`src/rtl/entrada_tempo_mmss_pkg.sv`:
```
// Shared definitions for the MM:SS timer entry block: digit width, digit limits and FSM codes.
package entrada_tempo_mmss_pkg;

  localparam int DIGIT_W          = 4;
  localparam int SEC_TENS_MAX_DEF = 5;
  localparam int UNIT_MAX_DEF     = 9;

  typedef logic [DIGIT_W-1:0] digit_t;

  typedef enum logic [2:0] {
    ST_IDLE  = 3'b000,
    ST_ENTRY = 3'b001,
    ST_LOAD  = 3'b010,
    ST_RUN   = 3'b011,
    ST_PAUSE = 3'b100
  } state_t;

  // True when a BCD digit does not exceed the given limit.
  function automatic logic digit_le(digit_t d, digit_t lim);
    return d <= lim;
  endfunction

endpackage

```
`src/rtl/entrada_tempo_mmss_if.sv`:
```
// Keypad/command inputs and parallel-load outputs between the entry block and its environment.
interface entrada_tempo_mmss_if;
  import entrada_tempo_mmss_pkg::*;

  logic       key_valid;
  digit_t     key_digit;
  logic       key_clear;
  logic       start;
  logic       stop;
  logic       timer_zero;

  logic       load;
  logic       en;
  digit_t     min_t;
  digit_t     min_u;
  digit_t     sec_t;
  digit_t     sec_u;
  logic       entry_err;
  logic       done;
  logic [2:0] state;

  // The entry block writes the load interface and consumes keypad/commands.
  modport master (
    input  key_valid, key_digit, key_clear, start, stop, timer_zero,
    output load, en, min_t, min_u, sec_t, sec_u, entry_err, done, state
  );

  // The environment (keypad, counter chain) sees the opposite directions.
  modport slave (
    output key_valid, key_digit, key_clear, start, stop, timer_zero,
    input  load, en, min_t, min_u, sec_t, sec_u, entry_err, done, state
  );

endinterface

```
`src/rtl/entrada_tempo_mmss_registro_digitos.sv`:
```
// Four-digit BCD shift register holding the MM:SS entry, with clear and a valid-time flag.
module registro_digitos_mmss
  import entrada_tempo_mmss_pkg::*;
#(
  parameter int SEC_TENS_MAX = SEC_TENS_MAX_DEF,
  parameter int UNIT_MAX     = UNIT_MAX_DEF
) (
  input  logic   clk,
  input  logic   clear,
  input  logic   shift_en,
  input  digit_t shift_in,
  input  logic   clr_digits,
  output digit_t min_t,
  output digit_t min_u,
  output digit_t sec_t,
  output digit_t sec_u,
  output logic   valid_time
);

  digit_t min_t_q, min_u_q, sec_t_q, sec_u_q;
  digit_t min_t_d, min_u_d, sec_t_d, sec_u_d;
  logic   nonzero;
  logic   digits_legal;

  // Next digit values: clearing wins over shifting; a shift pushes the oldest digit out.
  always_comb begin
    min_t_d = min_t_q;
    min_u_d = min_u_q;
    sec_t_d = sec_t_q;
    sec_u_d = sec_u_q;
    if (clr_digits) begin
      min_t_d = '0;
      min_u_d = '0;
      sec_t_d = '0;
      sec_u_d = '0;
    end else if (shift_en) begin
      min_t_d = min_u_q;
      min_u_d = sec_t_q;
      sec_t_d = sec_u_q;
      sec_u_d = shift_in;
    end
  end

  // Digit storage, zeroed by the asynchronous clear.
  always_ff @(posedge clk or posedge clear) begin
    if (clear) begin
      min_t_q <= '0;
      min_u_q <= '0;
      sec_t_q <= '0;
      sec_u_q <= '0;
    end else begin
      min_t_q <= min_t_d;
      min_u_q <= min_u_d;
      sec_t_q <= sec_t_d;
      sec_u_q <= sec_u_d;
    end
  end

  // A time is loadable when it is not 00:00 and every digit fits its counter stage.
  always_comb begin
    nonzero      = (min_t_q != '0) || (min_u_q != '0) || (sec_t_q != '0) || (sec_u_q != '0);
    digits_legal = digit_le(min_t_q, digit_t'(UNIT_MAX)) &&
                   digit_le(min_u_q, digit_t'(UNIT_MAX)) &&
                   digit_le(sec_t_q, digit_t'(SEC_TENS_MAX)) &&
                   digit_le(sec_u_q, digit_t'(UNIT_MAX));
    valid_time   = nonzero && digits_legal;
  end

  assign min_t = min_t_q;
  assign min_u = min_u_q;
  assign sec_t = sec_t_q;
  assign sec_u = sec_u_q;

endmodule

```
`src/rtl/entrada_tempo_mmss.sv`:
```
// MM:SS timer entry controller: collects keypad digits, loads the counter chain and drives count enable.
module entrada_tempo_mmss
  import entrada_tempo_mmss_pkg::*;
#(
  parameter int SEC_TENS_MAX = SEC_TENS_MAX_DEF,
  parameter int UNIT_MAX     = UNIT_MAX_DEF
) (
  input logic                  clk,
  input logic                  clear,
  entrada_tempo_mmss_if.master bus
);

  state_t state_q, state_d;
  logic   load_q, load_d;
  logic   en_q, en_d;
  logic   entry_err_q, entry_err_d;
  logic   done_q, done_d;
  logic   shift_en;
  logic   clr_digits;
  logic   valid_time;
  logic   key_ok;

  assign key_ok = digit_le(bus.key_digit, digit_t'(UNIT_MAX));

  registro_digitos_mmss #(
    .SEC_TENS_MAX (SEC_TENS_MAX),
    .UNIT_MAX     (UNIT_MAX)
  ) u_registro (
    .clk        (clk),
    .clear      (clear),
    .shift_en   (shift_en),
    .shift_in   (bus.key_digit),
    .clr_digits (clr_digits),
    .min_t      (bus.min_t),
    .min_u      (bus.min_u),
    .sec_t      (bus.sec_t),
    .sec_u      (bus.sec_u),
    .valid_time (valid_time)
  );

  // Next state and registered outputs; strobe priority is key_clear > stop > start > key_valid.
  always_comb begin
    state_d     = state_q;
    load_d      = 1'b0;
    en_d        = 1'b0;
    entry_err_d = 1'b0;
    done_d      = 1'b0;
    shift_en    = 1'b0;
    clr_digits  = 1'b0;
    unique case (state_q)
      ST_IDLE, ST_ENTRY: begin
        if (bus.key_clear) begin
          clr_digits = 1'b1;
          state_d    = ST_IDLE;
        end else if (bus.stop) begin
          state_d = state_q;
        end else if (bus.start) begin
          if (state_q == ST_ENTRY) begin
            if (valid_time) begin
              state_d = ST_LOAD;
              load_d  = 1'b1;
            end else begin
              entry_err_d = 1'b1;
            end
          end
        end else if (bus.key_valid) begin
          if (key_ok) begin
            shift_en = 1'b1;
            state_d  = ST_ENTRY;
          end else begin
            entry_err_d = 1'b1;
          end
        end
      end
      ST_LOAD: begin
        state_d = ST_RUN;
        en_d    = 1'b1;
      end
      ST_RUN: begin
        if (bus.key_clear) begin
          clr_digits = 1'b1;
          state_d    = ST_IDLE;
        end else if (bus.timer_zero) begin
          clr_digits = 1'b1;
          done_d     = 1'b1;
          state_d    = ST_IDLE;
        end else if (bus.stop) begin
          state_d = ST_PAUSE;
        end else begin
          en_d = 1'b1;
        end
      end
      ST_PAUSE: begin
        if (bus.key_clear || bus.stop) begin
          clr_digits = 1'b1;
          state_d    = ST_IDLE;
        end else if (bus.start) begin
          state_d = ST_RUN;
          en_d    = 1'b1;
        end
      end
      default: begin
        clr_digits = 1'b1;
        state_d    = ST_IDLE;
      end
    endcase
  end

  // State and output registers; clear drops en immediately so a running count freezes without done.
  always_ff @(posedge clk or posedge clear) begin
    if (clear) begin
      state_q     <= ST_IDLE;
      load_q      <= 1'b0;
      en_q        <= 1'b0;
      entry_err_q <= 1'b0;
      done_q      <= 1'b0;
    end else begin
      state_q     <= state_d;
      load_q      <= load_d;
      en_q        <= en_d;
      entry_err_q <= entry_err_d;
      done_q      <= done_d;
    end
  end

  assign bus.load      = load_q;
  assign bus.en        = en_q;
  assign bus.entry_err = entry_err_q;
  assign bus.done      = done_q;
  assign bus.state     = state_q;

endmodule

```
`src/flat_wrapper.sv`:
```
// flat-port wrapper written by rule: the top's interface ports become plain ports
module entrada_tempo_mmss_flat import entrada_tempo_mmss_pkg::*;
#(
  parameter int SEC_TENS_MAX = SEC_TENS_MAX_DEF,
  parameter int UNIT_MAX     = UNIT_MAX_DEF
)
  (clk, clear, bus_key_valid, bus_key_digit, bus_key_clear, bus_start, bus_stop, bus_timer_zero, bus_load, bus_en, bus_min_t, bus_min_u, bus_sec_t, bus_sec_u, bus_entry_err, bus_done, bus_state);
  entrada_tempo_mmss_if bus_i ();
  input logic clk;
  input logic clear;
  input wire logic [$bits(bus_i.key_valid)-1:0] bus_key_valid;
  input wire logic [$bits(bus_i.key_digit)-1:0] bus_key_digit;
  input wire logic [$bits(bus_i.key_clear)-1:0] bus_key_clear;
  input wire logic [$bits(bus_i.start)-1:0] bus_start;
  input wire logic [$bits(bus_i.stop)-1:0] bus_stop;
  input wire logic [$bits(bus_i.timer_zero)-1:0] bus_timer_zero;
  output wire logic [$bits(bus_i.load)-1:0] bus_load;
  output wire logic [$bits(bus_i.en)-1:0] bus_en;
  output wire logic [$bits(bus_i.min_t)-1:0] bus_min_t;
  output wire logic [$bits(bus_i.min_u)-1:0] bus_min_u;
  output wire logic [$bits(bus_i.sec_t)-1:0] bus_sec_t;
  output wire logic [$bits(bus_i.sec_u)-1:0] bus_sec_u;
  output wire logic [$bits(bus_i.entry_err)-1:0] bus_entry_err;
  output wire logic [$bits(bus_i.done)-1:0] bus_done;
  output wire logic [$bits(bus_i.state)-1:0] bus_state;
  assign bus_i.key_valid = bus_key_valid;
  assign bus_i.key_digit = bus_key_digit;
  assign bus_i.key_clear = bus_key_clear;
  assign bus_i.start = bus_start;
  assign bus_i.stop = bus_stop;
  assign bus_i.timer_zero = bus_timer_zero;
  assign bus_load = bus_i.load;
  assign bus_en = bus_i.en;
  assign bus_min_t = bus_i.min_t;
  assign bus_min_u = bus_i.min_u;
  assign bus_sec_t = bus_i.sec_t;
  assign bus_sec_u = bus_i.sec_u;
  assign bus_entry_err = bus_i.entry_err;
  assign bus_done = bus_i.done;
  assign bus_state = bus_i.state;
  entrada_tempo_mmss #(.SEC_TENS_MAX(SEC_TENS_MAX), .UNIT_MAX(UNIT_MAX)) u_core (.clk(clk), .clear(clear), .bus(bus_i));
endmodule
```
`config.mk`:
```
export PLATFORM = sky130hd
export DESIGN_NAME = entrada_tempo_mmss_flat
export DESIGN_NICKNAME = d
export VERILOG_FILES = /design/src/rtl/entrada_tempo_mmss_pkg.sv /design/src/rtl/entrada_tempo_mmss_if.sv /design/src/rtl/entrada_tempo_mmss_registro_digitos.sv /design/src/rtl/entrada_tempo_mmss.sv /design/src/flat_wrapper.sv
export SDC_FILE = /design/constraint.sdc
export NUM_CORES = 1
export LEC_CHECK = 0
export ABC_AREA = 1
export CAP_MARGIN = 5
export CORE_ASPECT_RATIO = 1.2
export CORE_UTILIZATION = 35
export DETAILED_ROUTE_END_ITERATION = 8
export PLACE_DENSITY_LB_ADDON = 0.08
export SYNTH_ARGS = -nofsm -noshare
export SYNTH_HDL_FRONTEND = slang
export SYNTH_SLANG_ARGS = --single-unit
```
`constraint.sdc`:
```
create_clock -name clk -period 2.7 [get_ports clk]
set_clock_uncertainty 0.2 [all_clocks]
set_input_delay 0.27 -clock clk [delete_from_list [all_inputs] [get_ports clk]]
set_output_delay 0.27 -clock clk [all_outputs]
set_load 0.01 [all_outputs]
```
# --- Yosys cells after proc, flatten, opt, wreduce, memory -nomap -nowiden ---
# Cells that the tools add are included.
totals:
  register_bits: 23
  output_inout_bits: 23
op_classes:
  magnitude_cmp: 5
  eq_ne: 11
  muxes: 54
  reduce_logical: 16
ops:
  columns: ["op", "n"]
  rows:
  - ["3-bit two-way mux", 12]
  - ["4-bit two-way mux", 8]
  - ["1-bit two-way mux", 31]
  - ["4-bit less-or-equal comparator (second input constant)", 4]
  - ["4-bit nonzero test", 4]
  - ["4-bit inequality test (second input constant)", 3]
  - ["3-bit one-hot mux with 4 select lines", 1]
  - ["4-bit by 3-bit inequality test with 1-bit output (second input constant)", 2]
  - ["7-bit AND reduction", 1]
  - ["3-bit by 2-bit equality test with 1-bit output (second input constant)", 2]
  - ["4-bit by 3-bit less-or-equal comparator with 1-bit output (second input constant)", 1]
  - ["1-bit logical AND", 4]
  - ["1-bit logical OR", 4]
  - ["1-bit one-hot mux with 4 select lines", 1]
  - ["3-bit by 1-bit equality test with 1-bit output (second input constant)", 1]
  - ["3-bit equality test (second input constant)", 1]
  - ["3-bit zero test", 1]
  - ["3-bit by 2-bit inequality test with 1-bit output (second input constant)", 1]
  - ["3-bit inequality test (second input constant)", 1]
  - ["1-bit one-hot mux with 3 select lines", 1]
  - ["2-bit nonzero test", 1]
  - ["2-bit OR reduction", 1]

# --- Logic depth before layout (Yosys ltp) ---
depth:
  depth_word: 11
  depth_mapped: 9
  ltp_nobuf: 9

# --- By module ---
# Synthesis repeated with hierarchy kept, for this count alone.
unflattened:
  cells_unflattened: 162
  hier_area_um2: 1226.2
by_module_without_submodules:
  columns: ["mod", "instances", "cells_per_inst", "area_per_inst_um2", "seq_area_each_um2"]
  rows:
  - ["registro_digitos_mmss", 1, 91, 752.0, 400.4]
  - ["entrada_tempo_mmss", 1, 71, 474.2, 175.2]

# --- Least setup slack after synthesis ---
# No wires, ideal clock.
synth_path:
  path_kind: "register to register"
  startpoint: "reg u_core.state_q[1] (netlist: u_core.bus.state[1])"
  endpoint: "reg u_core.u_registro.sec_t_q[3] (netlist: u_core.u_registro.sec_t[3])"
  setup_time_ps: 117
  arrival_time_ps: 1355
  required_ps: 2383
  path_slack_ps: 1028
  path_stages_with_launch: 10
  n_path_buf: 1
  synth_period_minus_slack_ps: 1672
  path_cell_list: "dfrtp_1 -> inv_2 -> nand2_4 -> nor2_8 -> nand2_4 -> nor3_4 -> nor2_4 -> buf_6 -> nand2_1 -> nand2_1"
synth_between:
  elab_chain_len: 4
  elab_cells_between_ends: 10
synth_rtl:
  columns: ["element", "line", "rtl"]
  rows:
  - ["start: declaration", "entrada_tempo_mmss.sv:13", "state_t state_q, state_d;"]
  - ["start signal: assignment", "entrada_tempo_mmss.sv:118", "state_q <= state_d;"]
  - ["3-bit by 1-bit equality test with 1-bit output / 3-bit zero test (equally long branches)", "entrada_tempo_mmss.sv:50", "unique case (state_q)"]
  - ["2-bit OR reduction", "entrada_tempo_mmss.sv:50", null]
  - ["1-bit one-hot mux with 4 select lines / 1-bit two-way mux (equally long branches)", "entrada_tempo_mmss.sv:50", null]
  - ["4-bit two-way mux / 2-bit nonzero test (equally long branches)", null, null]
  - ["end signal: assignment", "entrada_tempo_mmss_registro_digitos.sv:54", "sec_t_q <= sec_t_d;"]
  - ["end: declaration", "entrada_tempo_mmss_registro_digitos.sv:20", "digit_t min_t_q, min_u_q, sec_t_q, sec_u_q;"]
# Several ways; a longest one is shown, not always the timed one.
# A chain may end at the register's enable or synchronous reset.

# --- Worst setup path in the final report ---
layout_path:
  startpoint: "reg u_core.u_registro.sec_t_q[1] (netlist: u_core.u_registro.sec_t[1])"
  endpoint: "out bus_sec_t[1]"
layout_rtl:
  columns: ["element", "line", "rtl"]
  rows:
  - ["end: declaration", "flat_wrapper.sv:21", "output wire logic [$bits(bus_i.sec_t)-1:0] bus_sec_t;"]
# No word-level cell between the ends.

==> impl_summary.txt <==
----------------------------------------------------
[Placed design]
  Final HPWL from detailed placement ... 1950 um
  PortBufs ... 33
  Cell count after placement ... approximately 220
  Routability-driven placement congestion ratio ... 0.814
  Instance area at placement ... 0.00155 mm2

[Pwr]
  Clock network power share ... 21.2%
  Peak supply drop ... between 200 and 250 uV
  Power after layout ... roughly 730 uW
  Power share of the sequential group ... between 50% and 60%
  Static Leakage ... ~0.8 nW
  Internal power ... slightly above 500 uW
  Total power divided by cell area ... between 400 and 500 mW/mm2
  Switching pwr ... ~230 uW
  Switching portion of total power ... a little under a third
  Comb pwr share ... between 20 and 30%

[Clock network]
  Post-CTS resize count ... 0
  Number of buffers added by the clock tree synthesis step ... 3
  Hold-fix buffer count after cts ... 0
  Sink count of the clock tree ... 23
  H-tree lvl count ... 1
  Insertion delay of the later-clocked pin in the worst-skew pair ... around 0.30 ns
  CTS tree ... yes
  CTS Buffer Depth ... 2
  Postcts setup bufs ... 0
  Clock tree root driver cell ... sky130_fd_sc_hd__clkbuf_4
  Clock transition at the registers of the reported paths ... between 0.1 and 0.15 ns

[Route]
  Remaining antenna violation count ... 0
  DRC errors left ... 0
  Total wire length after detailed routing ... 2560 um
  DRT iter0 DRCs ... 45
  Average wire length per cell after detail routing ... roughly 11 um
  DR pass1 iterations ... 4
  Routed vias/inst ... around 4.8
  Total via count after detailed routing ... 1,091

[Yosys]
  Cells after Synth ... about 150
  Mean cell area of the mapped netlist ... ~7.7 um2
  Net Count, Synth ... around 160
  Number of distinct library cells after synthesis ... 20
  Count of yosys warnings during synthesis ... 0
  Netlist Area Pre-Place ... around 0.0012 mm2
  #FFs+latches synth ... 23
  Sequential cell area fraction in the yosys report ... roughly half

[Timing]
  Worst slew margin relative to its limit ... about three quarters
  Transition at the pin with the smallest max-transition slack ... ~0.35 ns
  Setup TNS Final ... 0 ns
  Number of pins with negative max-slew slack in the final report ... 0
  Share of the clock period used by the worst path ... about two thirds
  Final setup vio count ... 0
  Upper clock frequency limit ... around 560 MHz
  Unrepaired setup endpoints after global routing ... false
  Final Hold Viols ... 0
  Post-route minimum period ... between 1.5 and 2 ns

[Worst setup path]
  Biggest cell delay along the critical path ... around 0.57 ns
  Category of the critical setup timing path ... reg -> out
  Required time worst endpoint ... between 2 and 2.5 ns
  Sequence of cells on the critical path ... clkdlybuf4s50_1
  Kind of cell adding the most delay to the critical path ... buffers and inverters
  Buffers & Inverters on Critical Path ... 1
  Setup crit end kind ... output port
  Setup crit start kind ... register
  Crit path DAT ... 1.33 ns
  Library cell contributing the largest single delay on the critical path ... sky130_fd_sc_hd__clkdlybuf4s50_1
  Maximum fanout count along the critical path ... 5

[Die]
  Die ar. ... around 0.0036 mm2
  Horizontal die dimension ... ~55 um
  IO Pins ... 34
  Effective utilization at floorplan ... 37.5%
  Cell Rows ... 22
  Core ar. ... roughly 0.0031 mm2
  Die Y ... between 60 and 70 um

[Finish]
  Count of fill cells added during filler insertion ... ~320
  Finished Layout Cells ... ~230
  Multi-input combinational cell area ... roughly 540 um2
  Area delta synth->final ... 33.5%
  Net total in the final layout ... 202
  Antenna cells ... 0
  Non-Filler Cell Area, Final ... 0.00157 mm2
  Sequential Area ... 576 um2
  Layout cell share with drive strength beyond 1 ... under 10%
  Commonest non-fill, non-tap cell in the layout ... sky130_fd_sc_hd__nand2_1
  Commonest non-fill, non-tap cells in the layout ... 70 x sky130_fd_sc_hd__nand2_1, 33 x sky130_fd_sc_hd__clkdlybuf4s50_1, 23 x sky130_fd_sc_hd__dfrtp_1

[Status]
  Run status ... completed

[Run]
  Count of maximum capacitance violations ... 0

[Min path]
  HP Class ... in -> async

[Global route]
  Global-route total usage across every layer ... ~16%
  Pin count of the biggest net entering global routing ... 24
  Number of global-route vias before repair ... a little under 1k
  Grt total ovfl ... 0
  Global-route wire length before repair ... about 4300 um
  Antenna violations before repair ... 0

----------------------------------------------------
final timing paths:
check	cells past startpoint	slack [ns]	start	to
min in group clk	3	0.29	bus_key_digit[0]	u_core.u_registro.sec_u[0]$_DFFE_PP0P_
worst min-delay path	3	0.08	clear	u_core.bus.done$_DFF_PP0_
worst max-delay path	1	0.90	u_core.u_registro.sec_t[1]$_DFFE_PP0P_	bus_sec_t[1]
worst min register to register	2	0.32	u_core.u_registro.min_t[0]$_DFFE_PP0P_	u_core.u_registro.min_t[0]$_DFFE_PP0P_
worst max register to register	8	1.07	u_core.bus.state[1]$_DFFE_PP0P_	u_core.u_registro.min_t[2]$_DFFE_PP0P_
max in group asynchronous	3	1.99	clear	u_core.u_registro.min_t[0]$_DFFE_PP0P_
power groups by stage:
stage	registers [mW]	logic, mW	clock network, mW
after floorplan	0.392	0.117	0
after global placement	0.387	0.196	0
after detailed placement	0.387	0.199	0
after CTS	0.380	0.199	0.166
after global routing	0.383	0.219	0.184
final	0.380	0.197	0.155
flip-flops by register name (all words and copies together), names as in the netlist:
register,cells
u_core.bus.done,1
u_core.u_registro.min_t,4
u_core.bus.state,3
u_core.u_registro.min_u,4
u_core.bus.load,1
u_core.u_registro.sec_u,4
u_core.bus.en,1
u_core.bus.entry_err,1
u_core.u_registro.sec_t,4
Yosys cell counts:
cell type | instances | area (um2)
sky130_fd_sc_hd__nand2_4 | 2 | 22.5
sky130_fd_sc_hd__o221ai_2 | 1 | 15.0
sky130_fd_sc_hd__o21ai_1 | 1 | 5.00
sky130_fd_sc_hd__nor3_1 | 2 | 10.0
sky130_fd_sc_hd__nor3_4 | 1 | 16.3
sky130_fd_sc_hd__nand4_1 | 1 | 6.26
sky130_fd_sc_hd__nand2_1 | 70 | 263
sky130_fd_sc_hd__inv_1 | 7 | 26.3
sky130_fd_sc_hd__o211ai_1 | 1 | 7.51
sky130_fd_sc_hd__nand3b_1 | 2 | 15.0
sky130_fd_sc_hd__o21ai_0 | 3 | 15.0
sky130_fd_sc_hd__dfrtp_1 | 23 | 576
sky130_fd_sc_hd__nor2_4 | 1 | 11.3
sky130_fd_sc_hd__nor2_1 | 20 | 75.1
sky130_fd_sc_hd__buf_6 | 2 | 22.5
sky130_fd_sc_hd__clkinv_1 | 1 | 3.75
sky130_fd_sc_hd__nor2_8 | 1 | 20.0
sky130_fd_sc_hd__a21oi_1 | 2 | 10.0
sky130_fd_sc_hd__inv_2 | 2 | 7.51
sky130_fd_sc_hd__nand3_1 | 10 | 50.1
routing by layer:
layer	wire (um)	vias to the layer above	share of wire, %	track usage, %
met3	84	5	3.3	2.08
met2	1360	24	53	27.7
li1	-	556	-	-
met4	52	0	2.0	7.50
met5	0	-	0	0
met1	1070	506	42	20.1
worst min-delay path, cell delays in order:
cell,delay [ns]
sky130_fd_sc_hd__clkdlybuf4s50_1,0.39
sky130_fd_sc_hd__inv_1,0.05
sky130_fd_sc_hd__buf_4,0.28
kinds of logic after synthesis:
kind of cell | after synthesis | share of synthesized area, %
simple gates | 110 | 41.6
flops | 23 | 48.9
buf+inv | 12 | 5.10
compound gates | 8 | 4.46
per-stage QoR:
stage	worst slack, ns	hold slack, ns	util, %
floorplan	1.03	0.0719	-
global placement	0.714	0.291	49.2
detailed placement	0.700	0.295	49.2
CTS	0.886	0.0879	50.1
global route	0.810	0.139	50.1
finish	0.901	0.0837	50.1
area by class of cell:
class	count	area share (%)
timing repair buffer	35	22.0
sequential	23	36.6
inverter	10	2.39
clock buffer	4	1.67
tap	36	2.87
multi-input combinational	118	34.5
(Power assumes the default switching activity.)
